File: src/rtl/decoder_pkg.sv
// decoder_pkg: shared types and limits for the decoder_pipe block.
//   scan_state_t - states of the optional output-sweep FSM
//   SEL_W_MIN/MAX - legal range of the select width parameter
package decoder_pkg;

  localparam int SEL_W_MIN = 1;
  localparam int SEL_W_MAX = 8;

  typedef enum logic {
    IDLE = 1'b0,
    SCAN = 1'b1
  } scan_state_t;

endpackage

File: src/rtl/decoder_core.sv
// decoder_core: combinational select decoder.
//   sel  - select value
//   en   - 0 forces every output line inactive, err low
//   word - one-hot (ACTIVE_LOW=0) or one-cold (ACTIVE_LOW=1) decoded word
//   err  - sel addresses a line that does not exist (only while en=1)
module decoder_core #(
  parameter int SEL_W      = 2,
  parameter int NUM_OUT    = 4,
  parameter int ACTIVE_LOW = 0
) (
  input  logic [SEL_W-1:0]   sel,
  input  logic               en,
  output logic [NUM_OUT-1:0] word,
  output logic               err
);

  logic [NUM_OUT-1:0] hot;

  always_comb begin
    hot = '0;
    for (int i = 0; i < NUM_OUT; i++) begin
      hot[i] = en && (sel == SEL_W'(i));
    end
  end

  // Out-of-range selects leave hot all-zero, so only err needs handling.
  assign err  = en && (32'(sel) >= 32'(NUM_OUT));
  assign word = (ACTIVE_LOW != 0) ? ~hot : hot;

endmodule

File: src/rtl/decoder_pipe.sv
// decoder_pipe: registered select decoder with valid/ready handshake.
// One output beat is held; a new beat is accepted whenever the holding
// register is empty or being drained in the same cycle.
//
// Optional feature: define DECODER_PIPE_SCAN_EN to build a sweep FSM that,
// on a scan_start pulse, walks every output line once (sel 0..NUM_OUT-1).
// Without the macro scan_start is accepted but ignored.
//
// state | meaning
// IDLE  | external beats pass through; waits for scan_start
// SCAN  | external input blocked; internal beat sel=scan_cnt offered
//
// Ports:
//   clk, rst             - clock, synchronous active-high reset
//   in_valid/in_ready    - input handshake
//   in_sel, in_en        - select value and decode enable
//   scan_start           - one-cycle sweep request
//   out_valid/out_ready  - output handshake
//   out_d, out_err       - decoded word, out-of-range flag
module decoder_pipe
  import decoder_pkg::*;
#(
  parameter int SEL_W      = 2,
  parameter int NUM_OUT    = 4,
  parameter int ACTIVE_LOW = 0
) (
  input  logic               clk,
  input  logic               rst,
  input  logic               in_valid,
  output logic               in_ready,
  input  logic [SEL_W-1:0]   in_sel,
  input  logic               in_en,
  input  logic               scan_start,
  output logic               out_valid,
  input  logic               out_ready,
  output logic [NUM_OUT-1:0] out_d,
  output logic               out_err
);

  localparam logic [NUM_OUT-1:0] INACTIVE = {NUM_OUT{ACTIVE_LOW != 0}};

  if (SEL_W < SEL_W_MIN || SEL_W > SEL_W_MAX) begin : g_bad_sel_w
    $error("decoder_pipe: SEL_W out of range");
  end
  if (NUM_OUT < 2 || NUM_OUT > (1 << SEL_W)) begin : g_bad_num_out
    $error("decoder_pipe: NUM_OUT out of range");
  end

  logic               beat_valid;
  logic               beat_ready;
  logic [SEL_W-1:0]   beat_sel;
  logic               beat_en;
  logic [NUM_OUT-1:0] dec_word;
  logic               dec_err;

  assign beat_ready = !out_valid || out_ready;

`ifdef DECODER_PIPE_SCAN_EN
  scan_state_t      state, state_nxt;
  logic [SEL_W-1:0] scan_cnt, scan_cnt_nxt;

  always_ff @(posedge clk) begin
    if (rst) begin
      state    <= IDLE;
      scan_cnt <= '0;
    end else begin
      state    <= state_nxt;
      scan_cnt <= scan_cnt_nxt;
    end
  end

  always_comb begin
    state_nxt    = state;
    scan_cnt_nxt = scan_cnt;
    beat_valid   = in_valid;
    beat_sel     = in_sel;
    beat_en      = in_en;
    in_ready     = beat_ready;
    case (state)
      IDLE: begin
        if (scan_start) begin
          state_nxt    = SCAN;
          scan_cnt_nxt = '0;
        end
      end
      SCAN: begin
        in_ready   = 1'b0;
        beat_valid = 1'b1;
        beat_sel   = scan_cnt;
        beat_en    = 1'b1;
        if (beat_ready) begin
          if (scan_cnt == SEL_W'(NUM_OUT - 1)) begin
            state_nxt    = IDLE;
            scan_cnt_nxt = '0;
          end else begin
            scan_cnt_nxt = scan_cnt + 1'b1;
          end
        end
      end
      default: state_nxt = IDLE;
    endcase
  end
`else
  logic unused_scan_start;
  assign unused_scan_start = scan_start;
  assign beat_valid = in_valid;
  assign beat_sel   = in_sel;
  assign beat_en    = in_en;
  assign in_ready   = beat_ready;
`endif

  decoder_core #(
    .SEL_W      (SEL_W),
    .NUM_OUT    (NUM_OUT),
    .ACTIVE_LOW (ACTIVE_LOW)
  ) u_core (
    .sel  (beat_sel),
    .en   (beat_en),
    .word (dec_word),
    .err  (dec_err)
  );

  // On a drain with nothing new the word returns to the inactive level,
  // so out_d never shows a stale selection while out_valid is low.
  always_ff @(posedge clk) begin
    if (rst) begin
      out_valid <= 1'b0;
      out_d     <= INACTIVE;
      out_err   <= 1'b0;
    end else if (beat_valid && beat_ready) begin
      out_valid <= 1'b1;
      out_d     <= dec_word;
      out_err   <= dec_err;
    end else if (out_ready) begin
      out_valid <= 1'b0;
      out_d     <= INACTIVE;
      out_err   <= 1'b0;
    end
  end

endmodule
File: config.mk
export PLATFORM = sky130hd
export DESIGN_NAME = decoder_pipe
export DESIGN_NICKNAME = d
export VERILOG_FILES = /design/src/rtl/decoder_pkg.sv /design/src/rtl/decoder_core.sv /design/src/rtl/decoder_pipe.sv
export SDC_FILE = /design/constraint.sdc
export NUM_CORES = 1
export LEC_CHECK = 0
export BUFFER_PORTS_ARGS = -buffer_cell sky130_fd_sc_hd__buf_2
export CORE_AREA = 2 2 39 41
export CTS_CLUSTER_DIAMETER = 120
export DETAILED_ROUTE_END_ITERATION = 8
export DIE_AREA = 0 0 41 43
export PLACE_DENSITY_LB_ADDON = 0.2
export SLEW_MARGIN = 30
export SYNTH_ARGS = -nofsm -noshare
export SYNTH_HDL_FRONTEND = slang
export SYNTH_SLANG_ARGS = --single-unit
File: constraint.sdc
create_clock -name clk -period 2.9 [get_ports clk]
set_clock_uncertainty 0.2 [all_clocks]
set_input_delay 0.145 -clock clk [delete_from_list [all_inputs] [get_ports clk]]
set_output_delay 0.145 -clock clk [all_outputs]
set_load 0.01 [all_outputs]
==> run summary <==
period utilization: 0.524
vias in the first global route: 218
initial antenna violation count: 0
Max Cap Viol: 0
Die Span X: 41 um
Final Hold Viols: 0
max frequency: 0.659 GHz
Yosys top cell area share: 0.432
Comb power frac: 0.138
Sw Share: 0.240
number of cells on the worst reg-to-reg path: 4
critical path class: input pin to flip-flop
EDFF count, synth: 0
area delta synth->final: 55.7%
CTS tree: built
first-pass GRT wire length: 848 um
Root Driver: clkbuf_4
Hold Crit Start: in_sel[0]
Placed Cells: 48
Worst R2R Start: out_valid
Worst Path Arrival: 1440 ps
total number of vias: 216
RSZ-0062 raised after global routing: false
internal power: 0.135 mW
largest net degree at the start of global routing: 5
Yosys Warn Count: 0
register share of total power: 0.406
dpl hpwl: 418 um
final setup fails: 0
Die ar.: 1760 um^2
Worst Setup SP: rst
syn_nets: 29
top-count cell post-synth: dfxtp_1
Critical Path RT: 2820 ps
leading area contributor after synthesis: dfxtp_1
Post-Syn Instances: 21
detailed router's first-iteration violation count: 0
worst-skew pair later-pin latency: 240 ps
Pwr Density: 493 nW/um^2
cts bufs inserted: 3
Main synth FF type: dfxtp_1
Post-DRT Antenna Nets: 0
Placer Congestion: 0.710
leak pwr: 0.176 nW
ys async rst share: 0
sequential area share after synthesis: 0.432
Initial Util: 0.167
top cells by area, synth: dfxtp_1 43%, a32o_2 9.7%, nor4_4 9.2%
crit path capture: out_valid
total negative slack: 0 ps
final worst path period need: 1520 ps
CTS Buffer Depth: 2
Post-route DRC: 0
Clk pwr share: 0.456
final net count: 48
flop2flop setup slack: 1400 ps
# resized after CTS: 0
H-tree Lvls: 1
WL per Instance: 9.56 um
Crit. End Element: flip-flop
layout cell share with drive strength beyond 1: 0.538
Sw Pwr: 0.0426 mW
Vias/cell: 3.93
grt ovf: 0
ant diodes: 0
Die Y: 43 um
peak supply drop: 178 uV
count of cell types in the netlist: 12
core area: 1380 um^2
Startpoint Class: input pin
mean post-synth cell area: 11.0 um^2
Max Slew Vio Count: 0
Yosys reg bits: 5
# port buffers: 12
Worst R2R End: out_valid
status: complete, no violations
Synth top cells by count: 5 x dfxtp_1, 3 x inv_1, 2 x a22o_1, 2 x a32o_2, 2 x nor2_1
drt pass-1 iters: 1
Post-Syn Area: 231 um^2
Clock Sinks: 5
crit-path max FO: 4
Finished Layout Cells: 55
Hold Path Class: input pin to flip-flop
Routed Wire Length: 526 um
Boundary Pins: 15
number of cell rows: 14
clk slew on worst S/H paths: 40 ps
GRT Overall Usage: 0.0755
## logic make-up after synthesis
logic type      Yosys count  synth area share
compound gates            5             0.227
buf+inv                   4            0.0811
flops                     5             0.432
other cells               1            0.0162
simple gates              6             0.243
## worst min-delay path by stage
stage,to,slack (ps),cells past startpoint
6_report,out_d[3],10,2
5_1_grt,out_d[3],20,2
4_1_cts,out_d[3],5,2
3_5_place_dp,out_d[2],200,2
3_3_place_gp,out_d[2],200,2
2_1_floorplan,out_valid,20,1
## flip-flops by register name, summed over array words and instances, names as in the netlist
name and count:
out_d 4, out_valid 1
## metal layers
metal	vias up	part of all wire	routed length, um	track usage
li1	107	-	-	-
met1	98	0.43	226	0.0874
met3	2	0.099	52	0.0314
met5	-	0	0	0
met2	9	0.45	239	0.0938
met4	0	0.013	7	0.0800
## layout make-up
class                   count  area [um^2]
clock buffers               4         26.3
flip-flops and latches      5          100
well taps                  16         20.0
multi-input cells          12          113
repair buffers             15         90.1
fillers                   159         1020
inverters                   3         11.3
## power groups by stage
stage	registers, mW	clock network (mW)	logic, mW
after floorplan	0.0744	0	0.0103
after global placement	0.0733	0	0.0211
after detailed placement	0.0734	0	0.0214
after CTS	0.0722	0.0860	0.0248
after global routing	0.0723	0.0879	0.0272
final	0.0722	0.0809	0.0245
## critical path, cell delays in order
cell           delay (ps)
dlygate4sd3_1         520
buf_2                 160
nor2_1                 60
dlygate4sd3_1         550
## timing repair
action / in CTS / in global routing
hold endpoints to repair: 3 / 0
hold buffers: 3 / 0
setup buffers: 0 / 0
## cell usage in the layout (no fill, tap or decap)
cell	Yosys	layout
buf_2	0	12
dfxtp_1	5	5
inv_1	3	3
clkbuf_4	0	3
dlygate4sd3_1	0	3
nor2_1	2	2
a32o_2	2	2
a22o_1	2	2
nor2b_4	1	1
nand2_1	1	1
nor3_2	1	1
a211oi_2	1	1
nor4_4	1	1
conb_1	1	1
clkbuf_1	0	1
## stage by stage
step / worst slack [ps] / cell area (um^2) / hold WS [ps] / utilization / total power, mW
3_3_place_gp: 1730 / 304 / 195 / 0.220 / 0.0944
3_5_place_dp: 1700 / 304 / 198 / 0.220 / 0.0948
4_1_cts: 1400 / 360 / 5.30 / 0.260 / 0.183
2_1_floorplan: 1690 / 231 / 17.4 / - / 0.0846
6_report: 1380 / 360 / 15.0 / 0.260 / 0.178
5_1_grt: 1310 / 360 / 18.2 / 0.260 / 0.187
(Power assumes the default switching activity.)
